--- config.mk ---
export PLATFORM = sky130hd
export DESIGN_NAME = pipe_div_unit
export DESIGN_NICKNAME = d
export VERILOG_FILES = /design/src/rtl/pcpu_div_pkg.sv /design/src/rtl/div_step.sv /design/src/rtl/pipe_div_unit.sv
export SDC_FILE = /design/constraint.sdc
export NUM_CORES = 1
export LEC_CHECK = 0
export CAP_MARGIN = 20
export CORE_MARGIN = 5
export CORE_UTILIZATION = 40
export CTS_CLUSTER_DIAMETER = 150
export DETAILED_ROUTE_END_ITERATION = 16
export GPL_TIMING_DRIVEN = 0
export PLACE_DENSITY = 0.65
export SYNTH_ARGS = -nofsm -noshare
export SYNTH_HDL_FRONTEND = slang
export SYNTH_SLANG_ARGS = --single-unit
--- constraint.sdc ---
create_clock -name clk_in -period 9.3 [get_ports clk_in]
set_input_delay 0.93 -clock clk_in [delete_from_list [all_inputs] [get_ports clk_in]]
set_output_delay 0.93 -clock clk_in [all_outputs]
set_load 0.005 [all_outputs]
--- src/rtl/pcpu_div_pkg.sv ---
// Shared definitions for the pipelined CPU divide unit: default width and FSM encoding.
package pcpu_div_pkg;

    localparam int unsigned DIV_DATA_W = 32;

    typedef enum logic [1:0] {
        StIdle = 2'd0,
        StCalc = 2'd1,
        StFix  = 2'd2,
        StDone = 2'd3
    } div_state_e;

endpackage

--- src/rtl/div_step.sv ---
// One restoring shift-subtract step: shifts the next dividend bit into the partial
// remainder and subtracts the divisor when it fits.
module div_step
    import pcpu_div_pkg::*;
#(
    parameter int unsigned DATA_W = DIV_DATA_W
) (
    input  logic [DATA_W-1:0] rem_in,
    input  logic              next_bit,
    input  logic [DATA_W-1:0] divisor,
    output logic [DATA_W-1:0] rem_out,
    output logic              q_bit
);

    logic [DATA_W:0] shifted;
    logic [DATA_W:0] diff;

    // rem_in < divisor holds for a non-zero divisor, so the top bit of diff is the borrow
    always_comb begin
        shifted = {rem_in, next_bit};
        diff    = shifted - {1'b0, divisor};
        q_bit   = ~diff[DATA_W];
        rem_out = q_bit ? diff[DATA_W-1:0] : shifted[DATA_W-1:0];
    end

endmodule

--- src/rtl/pipe_div_unit.sv ---
// Multi-cycle DIV/DIVU unit for the EX stage: magnitude division over DATA_W restoring
// steps, then a sign fix-up, then a one-cycle done pulse.
module pipe_div_unit
    import pcpu_div_pkg::*;
#(
    parameter int unsigned DATA_W = DIV_DATA_W
) (
    input  logic              clk_in,
    input  logic              reset,
    input  logic              enable,
    input  logic              start,
    input  logic              is_signed,
    input  logic [DATA_W-1:0] dividend,
    input  logic [DATA_W-1:0] divisor,
    input  logic              flush,
    output logic              busy,
    output logic              done,
    output logic [DATA_W-1:0] quotient,
    output logic [DATA_W-1:0] remainder
);

    localparam int unsigned CntW = $clog2(DATA_W) + 1;

    div_state_e        state_q;
    logic [CntW-1:0]   cnt_q;
    logic [DATA_W-1:0] rem_q;
    logic [DATA_W-1:0] quo_q;
    logic [DATA_W-1:0] divisor_q;
    logic [DATA_W-1:0] dvd_orig_q;
    logic              is_signed_q;
    logic              dsr_sign_q;
    logic              busy_q;
    logic              done_q;
    logic [DATA_W-1:0] quotient_q;
    logic [DATA_W-1:0] remainder_q;

    logic [DATA_W-1:0] dvd_abs;
    logic [DATA_W-1:0] dsr_abs;
    logic [DATA_W-1:0] step_rem;
    logic              step_qbit;
    logic              neg_quo;
    logic              neg_rem;
    logic [DATA_W-1:0] quo_fix;
    logic [DATA_W-1:0] rem_fix;

    always_comb begin
        dvd_abs = (is_signed && dividend[DATA_W-1]) ? -dividend : dividend;
        dsr_abs = (is_signed && divisor[DATA_W-1]) ? -divisor : divisor;
    end

    // quo_q shifts dividend bits out of the top while quotient bits enter at the bottom
    div_step #(
        .DATA_W (DATA_W)
    ) u_div_step (
        .rem_in   (rem_q),
        .next_bit (quo_q[DATA_W-1]),
        .divisor  (divisor_q),
        .rem_out  (step_rem),
        .q_bit    (step_qbit)
    );

    always_comb begin
        neg_quo = is_signed_q && (dvd_orig_q[DATA_W-1] ^ dsr_sign_q);
        neg_rem = is_signed_q && dvd_orig_q[DATA_W-1];
        quo_fix = neg_quo ? -quo_q : quo_q;
        rem_fix = neg_rem ? -rem_q : rem_q;
        // Divide by zero: all-ones quotient and the untouched dividend, regardless of sign
        if (divisor_q == '0) begin
            quo_fix = '1;
            rem_fix = dvd_orig_q;
        end
    end

    always_ff @(posedge clk_in) begin
        if (reset) begin
            state_q     <= StIdle;
            cnt_q       <= '0;
            rem_q       <= '0;
            quo_q       <= '0;
            divisor_q   <= '0;
            dvd_orig_q  <= '0;
            is_signed_q <= 1'b0;
            dsr_sign_q  <= 1'b0;
            busy_q      <= 1'b0;
            done_q      <= 1'b0;
            quotient_q  <= '0;
            remainder_q <= '0;
        end else if (flush) begin
            state_q <= StIdle;
            busy_q  <= 1'b0;
            done_q  <= 1'b0;
        end else if (enable) begin
            unique case (state_q)
                StIdle: begin
                    if (start) begin
                        state_q     <= StCalc;
                        busy_q      <= 1'b1;
                        cnt_q       <= '0;
                        rem_q       <= '0;
                        quo_q       <= dvd_abs;
                        divisor_q   <= dsr_abs;
                        dvd_orig_q  <= dividend;
                        is_signed_q <= is_signed;
                        dsr_sign_q  <= divisor[DATA_W-1];
                    end
                end
                StCalc: begin
                    // Terminal-count cycle after the last step sets the DATA_W+2 latency
                    if (cnt_q == CntW'(DATA_W)) begin
                        state_q <= StFix;
                    end else begin
                        rem_q <= step_rem;
                        quo_q <= {quo_q[DATA_W-2:0], step_qbit};
                        cnt_q <= cnt_q + CntW'(1);
                    end
                end
                StFix: begin
                    quotient_q  <= quo_fix;
                    remainder_q <= rem_fix;
                    busy_q      <= 1'b0;
                    done_q      <= 1'b1;
                    state_q     <= StDone;
                end
                StDone: begin
                    done_q  <= 1'b0;
                    state_q <= StIdle;
                end
                default: state_q <= StIdle;
            endcase
        end
    end

    assign busy      = busy_q;
    assign done      = done_q;
    assign quotient  = quotient_q;
    assign remainder = remainder_q;

endmodule
Word-level counts from Yosys, hierarchy flattened
Index checks and enable logic that the tools add are counted.
Widths: inputs -> output; s select.
{"block": "word_totals", "regBits": 204, "wordCells": 66}
{"block": "op_classes", "n_addsub": 6, "eq_ne": 7, "muxes": 22, "bitwise_logic": 3, "n_reduce_logical": 16}
{"cell": "$mux 32", "n": 11}
{"cell": "$neg 32->32", "n": 4}
{"cell": "$pmux 32 s2", "n": 2}
{"cell": "$sub 33x32->33", "n": 1}
{"cell": "$logic_not 32->1", "n": 1}
{"cell": "$mux 6", "n": 2}
{"cell": "$pmux 6 s2", "n": 1}
{"cell": "$reduce_and 3->1", "n": 3}
{"cell": "$pmux 2 s4", "n": 1}
{"cell": "$add 6x1->6 const B", "n": 1}
{"cell": "$eq 6x6->1 const B", "n": 1}
{"cell": "$ne 2x2->1 const B", "n": 3}
{"cell": "$reduce_bool 2->1", "n": 3}
{"cell": "$reduce_and 5->1", "n": 1}
{"cell": "$eq 2x2->1 const B", "n": 2}
{"cell": "$logic_and 1x1->1", "n": 4}
{"cell": "$mux 2", "n": 2}
{"cell": "$pmux 1 s2", "n": 2}
{"cell": "$reduce_and 4->1", "n": 1}
{"cell": "$eq 2x1->1 const B", "n": 1}
{"cell": "$logic_not 2->1", "n": 1}
{"cell": "$not 1->1", "n": 2}
{"cell": "$reduce_and 2->1", "n": 1}
{"cell": "$reduce_or 2->1", "n": 1}
{"cell": "2 further kinds", "n": 2}

Logic depth before layout (Yosys ltp)
Gate-level depths: netlist (run 1).
{"block": "logic_depth", "word_depth": 4, "ltp_mapped": 14, "ltp_nobuf": 12}

Hierarchy
A second synthesis (run 1) with hierarchy kept.
{"block": "unflattened", "cells_unflattened": 1650, "area_unflattened_um2": 12804.8}
{"mod": "pipe_div_unit", "n_inst": 1, "cells_each": 1339, "area_per_inst_um2": 10548.9, "seq_area_each_um2": 4083.9}
{"mod": "div_step", "n_inst": 1, "cells_each": 311, "area_per_inst_um2": 2255.9, "seq_area_each_um2": 0.0}

Least setup slack after synthesis (run 1)
No wires, ideal clock.
{"block": "synth_timing", "path_kind": "input-to-reg", "start": "in divisor[0]", "end": "reg divisor_q[29]", "setup_time_ns": 0.086, "t_arrival_ns": 3.079, "setup_slack_ns": 6.136, "path_stages": 9, "n_path_buf": 0, "cell_sequence": "or4_1 -> nor4_4 -> nand2_1 -> or2_2 -> nor4_2 -> nand2_1 -> o41ai_2 -> xor2_1 -> a211oi_1"}
{"block": "synth_via", "elab_chain_len": 2}
{"item": "from (decl)", "line_no": "pipe_div_unit.sv:14", "rtl": "input logic [DATA_W-1:0] divisor,"}
{"item": "$neg 32->32", "line_no": "pipe_div_unit.sv:48", "rtl": "dsr_abs = (is_signed && divisor[DATA_W-1]) ? -divisor : divisor;"}
{"item": "$mux 32", "line_no": "pipe_div_unit.sv:48"}
{"item": "to (signal assigned)", "line_no": "pipe_div_unit.sv:101", "rtl": "divisor_q <= dsr_abs;"}
{"item": "to (decl)", "line_no": "pipe_div_unit.sv:28", "rtl": "logic [DATA_W-1:0] divisor_q;"}
No other way between the ends.
A chain may end at the register's enable or synchronous reset.

Worst setup path after layout (run 1)
{"block": "layout_timing", "start": "reg rem_q[0]", "end": "reg rem_q[9]"}
{"block": "layout_via", "elab_chain_len": 4}
{"item": "from (decl)", "line_no": "pipe_div_unit.sv:26", "rtl": "logic [DATA_W-1:0] rem_q;"}
{"item": "from (signal assigned)", "line_no": "pipe_div_unit.sv:112", "rtl": "rem_q <= step_rem;"}
{"item": "$sub 33x32->33", "line_no": "div_step.sv:21", "rtl": "diff = shifted - {1'b0, divisor};"}
{"item": "$mux 32", "line_no": "div_step.sv:23", "rtl": "rem_out = q_bit ? diff[DATA_W-1:0] : shifted[DATA_W-1:0];"}
{"item": "$mux 32", "line_no": "pipe_div_unit.sv:109", "rtl": "if (cnt_q == CntW'(DATA_W)) begin"}
{"item": "$pmux 32 s2", "line_no": "pipe_div_unit.sv:93", "rtl": "unique case (state_q)"}
No other way between the ends. The select of a mux whose other input is x is not followed.

==> reports/metrics.yaml, run 1 <==
antenna_cells: 0
syn_inst: 1645
critPathKind: "flop to flop"
clockBufferDepth: 3
max_freq_mhz: 255.4
fin_util: 0.4907
rsz0062_at_grt: "false"
power.switching_uw: 623.8
cts_root_buf: "clkbuf_16"
via_count: 12470
ys.flop_type: "dfxtp_1"
routed_wl_um: 40720
reg2reg_depth: 13
critPathLaunchType: "flop"
start_util: 0.4061
initialDrtViolationCount: 1176
hold_viol: 0
tightest_slew_ns: 1.035
placementRows: 64
ys_types: 67
ir_drop_uv: 130.8
nets: 1918
grt_overflow: 0
status: "finished, final reports clean"
slew_headroom: 0.3098
viasPerCell: 5.618
htree_levels: 1
grt_max_degree: 13
ant_nets: 0
busiest_layer: "met2"
holdBufCountCts: 0
post-dp-hpwl_um: 32180
pwr-share-comb: 0.171
clkSinkCount: 204
drc: 0
drive_gt1_frac: 0.04169
period_share: 0.4210
port_buffers: 133
period_needed_ns: 3.915
syn_to_final_growth_pct: 20.84
fin_total_pwr_uw: 2185
mostFrequentLayoutCells: "nand2_1, dfxtp_1, nor2_1, a21oi_1, clkdlybuf4s50_1"
grt_pass1_wl_um: 63230
timing.rr.end: "rem_q[9]$_SDFFE_PP0P_"
gr-usage-met2: 0.3705
cts_buffers: 25
power_density_nw_per_um2: 145.6
p_sw_frac: 0.2855
finalSetupViolCount: 0
avgSynthCellArea_um2: 7.551
synth_async_sr_flop_share: 0
cts_tree: "done"
antenna_found_initial: 0
yosys_warnings: 0
finalSetupTns_ns: 0
synth-edff-count: 0
p_int_uw: 1562
hold-worst-slack_ns: 0.4540
seqPwrFrac: 0.418
post-place-cells: 2174
avgRoutedWirePerCell_um: 18.35
boundaryPins: 136
postCtsSetupBuffers: 0
synth_fp_nets: 1758
gr-usage-met3: 0.02820
r2r_slack_ns: 5.38
grt_pass1_vias: 11830
drt-pass1-iter-count: 5
clk_latency_ns: 0.53
end_kind: "flop"
final_common_cell: "nand2_1"
min_path_type: "flop to flop"
synth.yosys.seq_area_share: 0.3288
grtUsageTotal: 0.2270
die_w_um: 186.2
fill_cells: 3091
critPathArrivalTime_ns: 4.31
critPathCapture: "rem_q[9]$_SDFFE_PP0P_"
syn_area_um2: 12420
post_cts_resize_count: 0
crit_start: "rem_q[0]$_SDFFE_PP0P_"
cp.required_ns: 9.69
clkPwrFrac: 0.411
use_met1: 0.3108
r2r_start: "rem_q[0]$_SDFFE_PP0P_"
finClkSkew_ns: 0.01562
synth-seq-cells: 204
place_congestion: 0.9329
multi_input_area_um2: 7735
slew_violations: 0
die-height_um: 186.2
seqCellArea_um2: 4084
dieArea_um2: 34680
cap_violations: 0
clkTransAtPathRegs_ns: 0.06
p_leak_uw: 0.005476
crit_fanout: 10
core_um2: 30590
stdcell_count: 2219
-- kinds of logic after synthesis --
family          count (synthesis)  share of synthesized area
compound gates                464                     0.2324
xor+xnor                      141                    0.09942
fa+ha+maj                      43                    0.04392
buf+inv                       161                    0.04905
flops                         204                     0.3288
mux                            33                    0.02699
simple gates                  599                     0.2195
-- power groups by stage --
stage,Sequential [µW],Clock [µW],Combinational (µW)
5_1_grt,915,945,408
3_5_place_dp,932,0,368
2_1_floorplan,926,0,246
3_3_place_gp,932,0,364
6_report,913,898,374
4_1_cts,913,911,370
-- synthesized netlist by cell type (15+ instances only) --
master / n / area (µm²)
mux2i_1: 29 / 290.3
nor2_1: 191 / 716.9
nor4_1: 21 / 131.4
xor2_1: 59 / 516.8
o31ai_1: 21 / 157.7
o21ai_0: 97 / 485.5
inv_1: 57 / 214.0
nor3_1: 26 / 130.1
dfxtp_1: 204 / 4084
ha_1: 42 / 525.5
a311oi_1: 20 / 175.2
clkbuf_1: 93 / 349.1
o22ai_1: 21 / 131.4
or3_1: 15 / 93.84
a21o_1: 15 / 112.6
nand2_1: 243 / 912.1
a21oi_1: 165 / 825.8
xnor2_1: 82 / 718.2
a211oi_1: 50 / 375.4
-- how the worst min path moves through the flow --
| stage | depth (start not counted) | endpoint | from |
|---|---|---|---|
| 2_1_floorplan | 2 | dvd_orig_q[0]$_SDFFE_PP0P_ | dvd_orig_q[0]$_SDFFE_PP0P_ |
| 3_3_place_gp | 2 | dvd_orig_q[7]$_SDFFE_PP0P_ | dvd_orig_q[7]$_SDFFE_PP0P_ |
| 3_5_place_dp | 2 | dvd_orig_q[30]$_SDFFE_PP0P_ | dvd_orig_q[30]$_SDFFE_PP0P_ |
| 4_1_cts | 2 | dvd_orig_q[30]$_SDFFE_PP0P_ | dvd_orig_q[30]$_SDFFE_PP0P_ |
| 5_1_grt | 2 | dvd_orig_q[17]$_SDFFE_PP0P_ | dvd_orig_q[17]$_SDFFE_PP0P_ |
| 6_report | 2 | dvd_orig_q[4]$_SDFFE_PP0P_ | dvd_orig_q[4]$_SDFFE_PP0P_ |
-- area by class of cell --
class / count / area share
Buffer: 104 / 0.02634
Clock buffer: 34 / 0.04593
Clock inverter: 11 / 0.004418
Inverter: 57 / 0.01425
Multi-Input combinational cell: 1280 / 0.5153
Sequential cell: 204 / 0.2721
Tap cell: 396 / 0.03301
Timing Repair Buffer: 133 / 0.08869
-- critical path, cell delays in order (launching register included) --
cell and delay, ns:
dfxtp_1 0.47, inv_1 0.18, fa_1 0.47, nand2b_1 0.18
a21oi_1 0.20, o2111ai_1 0.25, a31oi_1 0.44, o2111ai_1 0.21
nand2_1 0.21, a311o_1 0.18, buf_2 0.29, buf_2 0.36
mux2i_1 0.24, o21ai_0 0.09
-- registers in the layout, indices dropped and copies added, names as in the netlist --
register,cells
quo_q,32
remainder,32
busy,1
quotient,32
done,1
state_q,2
rem_q,32
divisor_q,32
dsr_sign_q,1
dvd_orig_q,32
cnt_q,6
is_signed_q,1
-- per-layer routing --
metal	routed length [µm]	vias up
met3	2932	86
met2	18330	448
met4	1520	0
li1	-	6126
met5	0	-
met1	17940	5806
-- stage by stage --
step	setup WS [ns]	area, µm²
after floorplan	6.136	12420
after global placement	5.113	14250
after detailed placement	5.091	14250
after CTS	5.368	15010
after global routing	5.138	15010
final	5.385	15010
No activity file was read; power rests on OpenSTA's default activity.
==> run 2: changes to the inputs <==
--- a/config.mk
+++ b/config.mk
@@ -11,7 +11,7 @@
 export CTS_CLUSTER_DIAMETER = 150
 export DETAILED_ROUTE_END_ITERATION = 16
 export GPL_TIMING_DRIVEN = 0
-export PLACE_DENSITY = 0.65
+export PLACE_DENSITY = 0.67
 export SYNTH_ARGS = -nofsm -noshare
 export SYNTH_HDL_FRONTEND = slang
 export SYNTH_SLANG_ARGS = --single-unit
==> constraint.sdc (replaced) <==
create_clock -name clk_in -period 3.6 [get_ports clk_in]
set_input_delay 0.36 -clock clk_in [delete_from_list [all_inputs] [get_ports clk_in]]
set_output_delay 0.36 -clock clk_in [all_outputs]
set_load 0.005 [all_outputs]
==> run 2 against run 1 <==
Critical path type unchanged. Critical endpoint is now rem_q[20]$_SDFFE_PP0P_. Utilization increased by 0.49 points. Cell count hardly changed. Non-clock buffer count down 1. Wire length increased by 1.4%. Sequential cell count stayed put. Critical path depth did not move.
==> reports/metrics.yaml, run 2 (synthesized netlist as in run 1, its figures left out) <==
max_freq_mhz: 288.4  # was 255.4 MHz
post-dp-hpwl_um: 32560  # was 32180 µm
cts_root_buf: "clkbuf_16"  # unchanged
cts_buffers: 24  # was 25
fill_cells: 3013  # was 3091
routed_wl_um: 41280  # was 40720 µm
postCtsSetupBuffers: 0  # unchanged
finClkSkew_ns: 0.01352  # was 0.01562 ns
grt_max_degree: 14  # was 13
drive_gt1_frac: 0.04723  # was 0.04169
clk_latency_ns: 0.53  # about the same
power_density_nw_per_um2: 387.4  # was 145.6 nW/µm²
crit_start: "quo_q[31]$_SDFFE_PP0P_"  # was rem_q[0]$_SDFFE_PP0P_
r2r_slack_ns: 0.13  # was 5.38 ns
grt_pass1_wl_um: 64030  # was 63230 µm
grt_pass1_vias: 11880  # was 11830
p_leak_uw: 0.005519  # was 0.005476 µW
grt_overflow: 0  # unchanged
period_needed_ns: 3.468  # was 3.915 ns
period_share: 0.9633  # was 0.4210
mostFrequentLayoutCells: "nand2_1, dfxtp_1, nor2_1, a21oi_1, clkdlybuf4s50_1"  # unchanged
viasPerCell: 5.632  # was 5.618
reg2reg_depth: 13  # unchanged
grtUsageTotal: 0.2308  # was 0.2270
end_kind: "flop"  # unchanged
cts_tree: "done"  # unchanged
start_util: 0.4061  # unchanged
rsz0062_at_grt: "false"  # unchanged
antenna_found_initial: 0  # unchanged
stdcell_count: 2217  # was 2219
slew_violations: 0  # unchanged
status: "finished, final reports clean"  # unchanged
r2r_start: "quo_q[31]$_SDFFE_PP0P_"  # was rem_q[0]$_SDFFE_PP0P_
port_buffers: 133  # unchanged
die-height_um: 186.2  # unchanged
min_path_type: "input port to flop"  # was flop to flop
boundaryPins: 136  # unchanged
hold_viol: 0  # unchanged
final_common_cell: "nand2_1"  # unchanged
clkTransAtPathRegs_ns: 0.06  # about the same
placementRows: 64  # unchanged
drt-pass1-iter-count: 6  # was 5
antenna_cells: 0  # unchanged
finalSetupViolCount: 0  # unchanged
via_count: 12490  # was 12470
syn_to_final_growth_pct: 22.04  # was 20.84%
critPathArrivalTime_ns: 3.93  # was 4.31 ns
drc: 0  # unchanged
htree_levels: 1  # unchanged
critPathCapture: "rem_q[20]$_SDFFE_PP0P_"  # was rem_q[9]$_SDFFE_PP0P_
crit_fanout: 10  # unchanged
clockBufferDepth: 3  # unchanged
holdBufCountCts: 0  # unchanged
dieArea_um2: 34680  # unchanged
clkSinkCount: 204  # unchanged
fin_total_pwr_uw: 5873  # was 2185 µW
multi_input_area_um2: 7818  # was 7735 µm²
seqCellArea_um2: 4085  # was 4084 µm²
initialDrtViolationCount: 1019  # was 1176
post-place-cells: 2174  # unchanged
hold-worst-slack_ns: 0.3373  # was 0.4540 ns
timing.rr.end: "rem_q[20]$_SDFFE_PP0P_"  # was rem_q[9]$_SDFFE_PP0P_
slew_headroom: 0.3292  # was 0.3098
cap_violations: 0  # unchanged
ir_drop_uv: 362.3  # was 130.8 µV
ant_nets: 0  # unchanged
holdPathStages: 2  # unchanged
core_um2: 30590  # unchanged
cp.required_ns: 4.06  # was 9.69 ns
avgRoutedWirePerCell_um: 18.62  # was 18.35 µm
tightest_slew_ns: 1.006  # was 1.035 ns
die_w_um: 186.2  # unchanged
critPathKind: "flop to flop"  # unchanged
place_congestion: 0.9446  # was 0.9329
critPathLaunchType: "flop"  # unchanged
nets: 1916  # was 1918
==> run 2: changes by cell type in the layout (fill, tap and decap cells not counted), moves of 2 or more <==
cell	delta
clkbuf_1	-3
o2111ai_1	-2
buf_2	-2
o2111ai_4	+2
bufinv_16	+3
==> run 2: through the flow <==
step	util	setup slack, ns	TNS (ns)	cell area (µm²)
3_5_place_dp	0.4660	-0.3522	-8.865	14250
4_1_cts	0.4940	0.0009472	0	15110
3_3_place_gp	0.4658	-0.3398	-8.226	14250
2_1_floorplan	-	0.4744	0	12420
6_report	0.4956	0.1323	0	15160
5_1_grt	0.4956	0.009584	0	15160
==> run 2: how the worst min path moves through the flow <==
stage / start / endpoint
global placement: dvd_orig_q[7]$_SDFFE_PP0P_ / dvd_orig_q[7]$_SDFFE_PP0P_
CTS: flush / state_q[1]$_SDFFE_PP0P_
global route: flush / state_q[1]$_SDFFE_PP0P_
floorplan: dvd_orig_q[0]$_SDFFE_PP0P_ / dvd_orig_q[0]$_SDFFE_PP0P_
detailed placement: dvd_orig_q[9]$_SDFFE_PP0P_ / dvd_orig_q[9]$_SDFFE_PP0P_
finish: flush / state_q[1]$_SDFFE_PP0P_
==> run 2: repair_timing <==
action                     4_1_cts  5_1_grt
cloned                           0        0
pin swaps                        1        2
setup endpoints to repair       35       31
gates resized for setup          7        9
==> run 2: area by class of cell <==
cell class | instances | share of cell area
Sequential cell | 204 | 0.2695
Clock buffer | 31 | 0.04407
Tap cell | 396 | 0.03268
Buffer | 103 | 0.02616
Timing Repair Buffer | 133 | 0.08782
Inverter | 57 | 0.01411
Clock inverter | 13 | 0.009987
Multi-Input combinational cell | 1280 | 0.5157
==> run 2: layer usage <==
| layer | vias to the layer above | wire [µm] | track usage |
|---|---|---|---|
| li1 | 6120 | - | - |
| met1 | 5781 | 17910 | 0.3116 |
| met2 | 489 | 18270 | 0.3715 |
| met3 | 97 | 3534 | 0.03948 |
| met4 | 0 | 1573 | 0.08598 |
| met5 | - | 0 | 0 |
==> run 2: critical path, cell delays in order, from the launching register on <==
cell	delay, ns
dfxtp_1	0.31
inv_1	0.09
ha_1	0.23
fa_2	0.36
nand2b_4	0.16
a21oi_4	0.20
o2111ai_4	0.19
a31oi_4	0.29
o2111ai_4	0.15
o21ba_2	0.24
a311o_1	0.32
buf_4	0.19
or4_1	0.57
nand3_1	0.09
==> run 2: power breakdown <==
part           switching, µW  total [µW]  internal [µW]  leakage (µW)
registers               50.0        2360           2310       0.00165
logic                    599         998            399       0.00347
clock network            991        2520           1530      0.000398
==> run 3: changes to the inputs <==
--- a/config.mk
+++ b/config.mk
@@ -11,7 +11,6 @@
 export CTS_CLUSTER_DIAMETER = 150
 export DETAILED_ROUTE_END_ITERATION = 16
 export GPL_TIMING_DRIVEN = 0
-export PLACE_DENSITY = 0.67
 export SYNTH_ARGS = -nofsm -noshare
 export SYNTH_HDL_FRONTEND = slang
 export SYNTH_SLANG_ARGS = --single-unit
==> run 3 against run 2 <==
Maximum frequency rose by 1.4%. Register-to-register slack improved by 0.05 ns. Cell area fell by 0.44%. Critical path type unchanged. Sequential share of layout area rose by 0.13 points. Via count fell by 0.68%. Clock skew rose by 0.0027 ns. Non-clock buffer count rose by 2.
==> reports/metrics.yaml, run 3 (synthesized netlist as in run 1, its figures left out) <==
end_kind: "flop"  # unchanged
crit_path_cell_trace: "inv_1 -> ha_2 -> fa_1 -> nand2b_4 -> a21oi_4 -> o2111ai_4 -> a31oi_4 -> o2111ai_2 -> o21ba_2 -> a311o_1 -> buf_4 -> or4_1 -> nand3_1"  # was inv_1 -> ha_1 -> fa_2 -> nand2b_4 -> a21oi_4 -> o2111ai_4 -> a31oi_4 -> o2111ai_4 -> o21ba_2 -> a311o_1 -> buf_4 -> or4_1 -> nand3_1
crit_fanout: 10  # unchanged
via_count: 12400  # was 12490
slew_headroom: 0.3153  # was 0.3292
core_um2: 30590  # unchanged
seqPwrFrac: 0.413  # was 0.401
min_path_type: "input port to flop"  # unchanged
routed_wl_um: 42460  # was 41280 µm
post-dp-hpwl_um: 33880  # was 32560 µm
cts_tree: "done"  # unchanged
hold_viol: 0  # unchanged
cp.required_ns: 4.06  # about the same
syn_to_final_growth_pct: 21.50  # was 22.04%
grt_max_degree: 13  # was 14
clockBufferDepth: 3  # unchanged
antenna_found_initial: 0  # unchanged
cts_buffers: 24  # unchanged
grt_pass1_vias: 11790  # was 11880
grt_pass1_wl_um: 65790  # was 64030 µm
port_buffers: 133  # unchanged
clk_latency_ns: 0.53  # about the same
final_common_cell: "nand2_1"  # unchanged
grt_overflow: 0  # unchanged
die_w_um: 186.2  # unchanged
slew_violations: 0  # unchanged
fin_util: 0.4934  # was 0.4956
drive_gt1_frac: 0.04717  # was 0.04723
power.switching_uw: 1649  # was 1640 µW
power_density_nw_per_um2: 378.2  # was 387.4 nW/µm²
status: "finished, final reports clean"  # unchanged
die-height_um: 186.2  # unchanged
critPathArrivalTime_ns: 3.88  # was 3.93 ns
max_stage_delay_ns: 0.56  # was 0.57 ns
critPathKind: "flop to flop"  # unchanged
pwr-share-comb: 0.175  # was 0.170
ir_drop_uv: 303.8  # was 362.3 µV
p_sw_frac: 0.2889  # was 0.2792
slowest_stage: "or4_1"  # unchanged
tightest_slew_ns: 1.027  # was 1.006 ns
p_int_uw: 4059  # was 4233 µW
placementRows: 64  # unchanged
p_leak_uw: 0.005504  # was 0.005519 µW
cap_violations: 0  # unchanged
htree_levels: 1  # unchanged
finalSetupViolCount: 0  # unchanged
critPathLaunchType: "flop"  # unchanged
period_needed_ns: 3.420  # was 3.468 ns
clkTransAtPathRegs_ns: 0.06  # about the same
fin_area_um2: 15090  # was 15160 µm²
dieArea_um2: 34680  # unchanged
drc: 0  # unchanged
finClkSkew_ns: 0.01626  # was 0.01352 ns
drt-pass1-iter-count: 5  # was 6
cts_root_buf: "clkbuf_16"  # unchanged
place_congestion: 0.9483  # was 0.9446
boundaryPins: 136  # unchanged
mostFrequentLayoutCells: "nand2_1, dfxtp_1, nor2_1, a21oi_1, clkdlybuf4s50_1"  # unchanged
clkPwrFrac: 0.412  # was 0.429
viasPerCell: 5.589  # was 5.632
dpl_cell_area_um2: 14250  # unchanged
rsz0062_at_grt: "false"  # unchanged
finalSetupTns_ns: 0  # unchanged
period_share: 0.9501  # was 0.9633
start_util: 0.4061  # unchanged
ant_nets: 0  # unchanged
avgRoutedWirePerCell_um: 19.13  # was 18.62 µm
nets: 1918  # was 1916
hold-worst-slack_ns: 0.3727  # was 0.3373 ns
clkSinkCount: 204  # unchanged
grtUsageTotal: 0.2396  # was 0.2308
max_freq_mhz: 292.4  # was 288.4 MHz
initialDrtViolationCount: 948  # was 1019
antenna_cells: 0  # unchanged
fin_total_pwr_uw: 5709  # was 5873 µW
-- run 3: cell types whose count changed in the layout (fill, tap and decap cells not counted), moves of 2 or more --
cell / change
buf_4: +2
bufinv_16: -3
clkbuf_1: +2
clkinv_2: +2
clkbuf_8: +2
clkinvlp_4: -2
-- run 3: cell type report --
class	count	area, µm²
plain buffers	104	400.4
clock buffers	34	699.4
clock inverters	10	56.30
fillers	3072	15500
inverters	57	214.0
multi-input cells	1280	7801
flip-flops and latches	204	4088
well taps	396	495.5
repair buffers	134	1339
-- run 3: path summary, 6_finish.rpt --
| check | startpoint | to | slack, ns | depth (start not counted) |
|---|---|---|---|---|
| min | flush | busy$_SDFFE_PP0P_ | 0.37 | 2 |
| min reg2reg | remainder[8]$_SDFFE_PP0P_ | remainder[8]$_SDFFE_PP0P_ | 0.46 | 2 |
| max reg2reg | quo_q[31]$_SDFFE_PP0P_ | rem_q[20]$_SDFFE_PP0P_ | 0.18 | 13 |
| max | quo_q[31]$_SDFFE_PP0P_ | rem_q[20]$_SDFFE_PP0P_ | 0.18 | 13 |
-- run 3: layer usage --
layer	GRT usage	up-vias	routed length (µm)
li1	-	6121	-
met1	0.3109	5808	18600
met2	0.4119	381	19880
met3	0.03209	92	2427
met4	0.07986	0	1549
met5	0	-	0
-- run 3: worst max-delay path: cells and delay by family (launching register included) --
kind,cells,cell delay [ns]
AOI/OAI and AO/OA,6,1.31
and+or+nand+nor,3,0.81
adders and majority gates,2,0.61
buffers and inverters,2,0.31
DFF,1,0.30
-- run 3: timing repair --
| item | in CTS | in global routing |
|---|---|---|
| setup endpoints to repair | 33 | 42 |
| pin swaps | 2 | 3 |
| setup buffers | 0 | 1 |
| hold buffers | 0 | 0 |
| resized for setup | 9 | 8 |
-- run 3: power by group through the flow --
stage | sequential, µW | combinational, µW | clock [µW]
3_5_place_dp | 2410 | 963 | 0
4_1_cts | 2360 | 982 | 2390
2_1_floorplan | 2390 | 636 | 0
6_report | 2360 | 999 | 2350
5_1_grt | 2360 | 1090 | 2490
3_3_place_gp | 2410 | 956 | 0
-- run 3: stage by stage --
stage / cells / setup WS (ns)
after detailed placement: 2174 / -0.5065
after global routing: 2219 / 0.01514
after floorplan: 1645 / 0.4744
after global placement: 2174 / -0.5059
final: 2219 / 0.1798
after CTS: 2218 / 0.02826
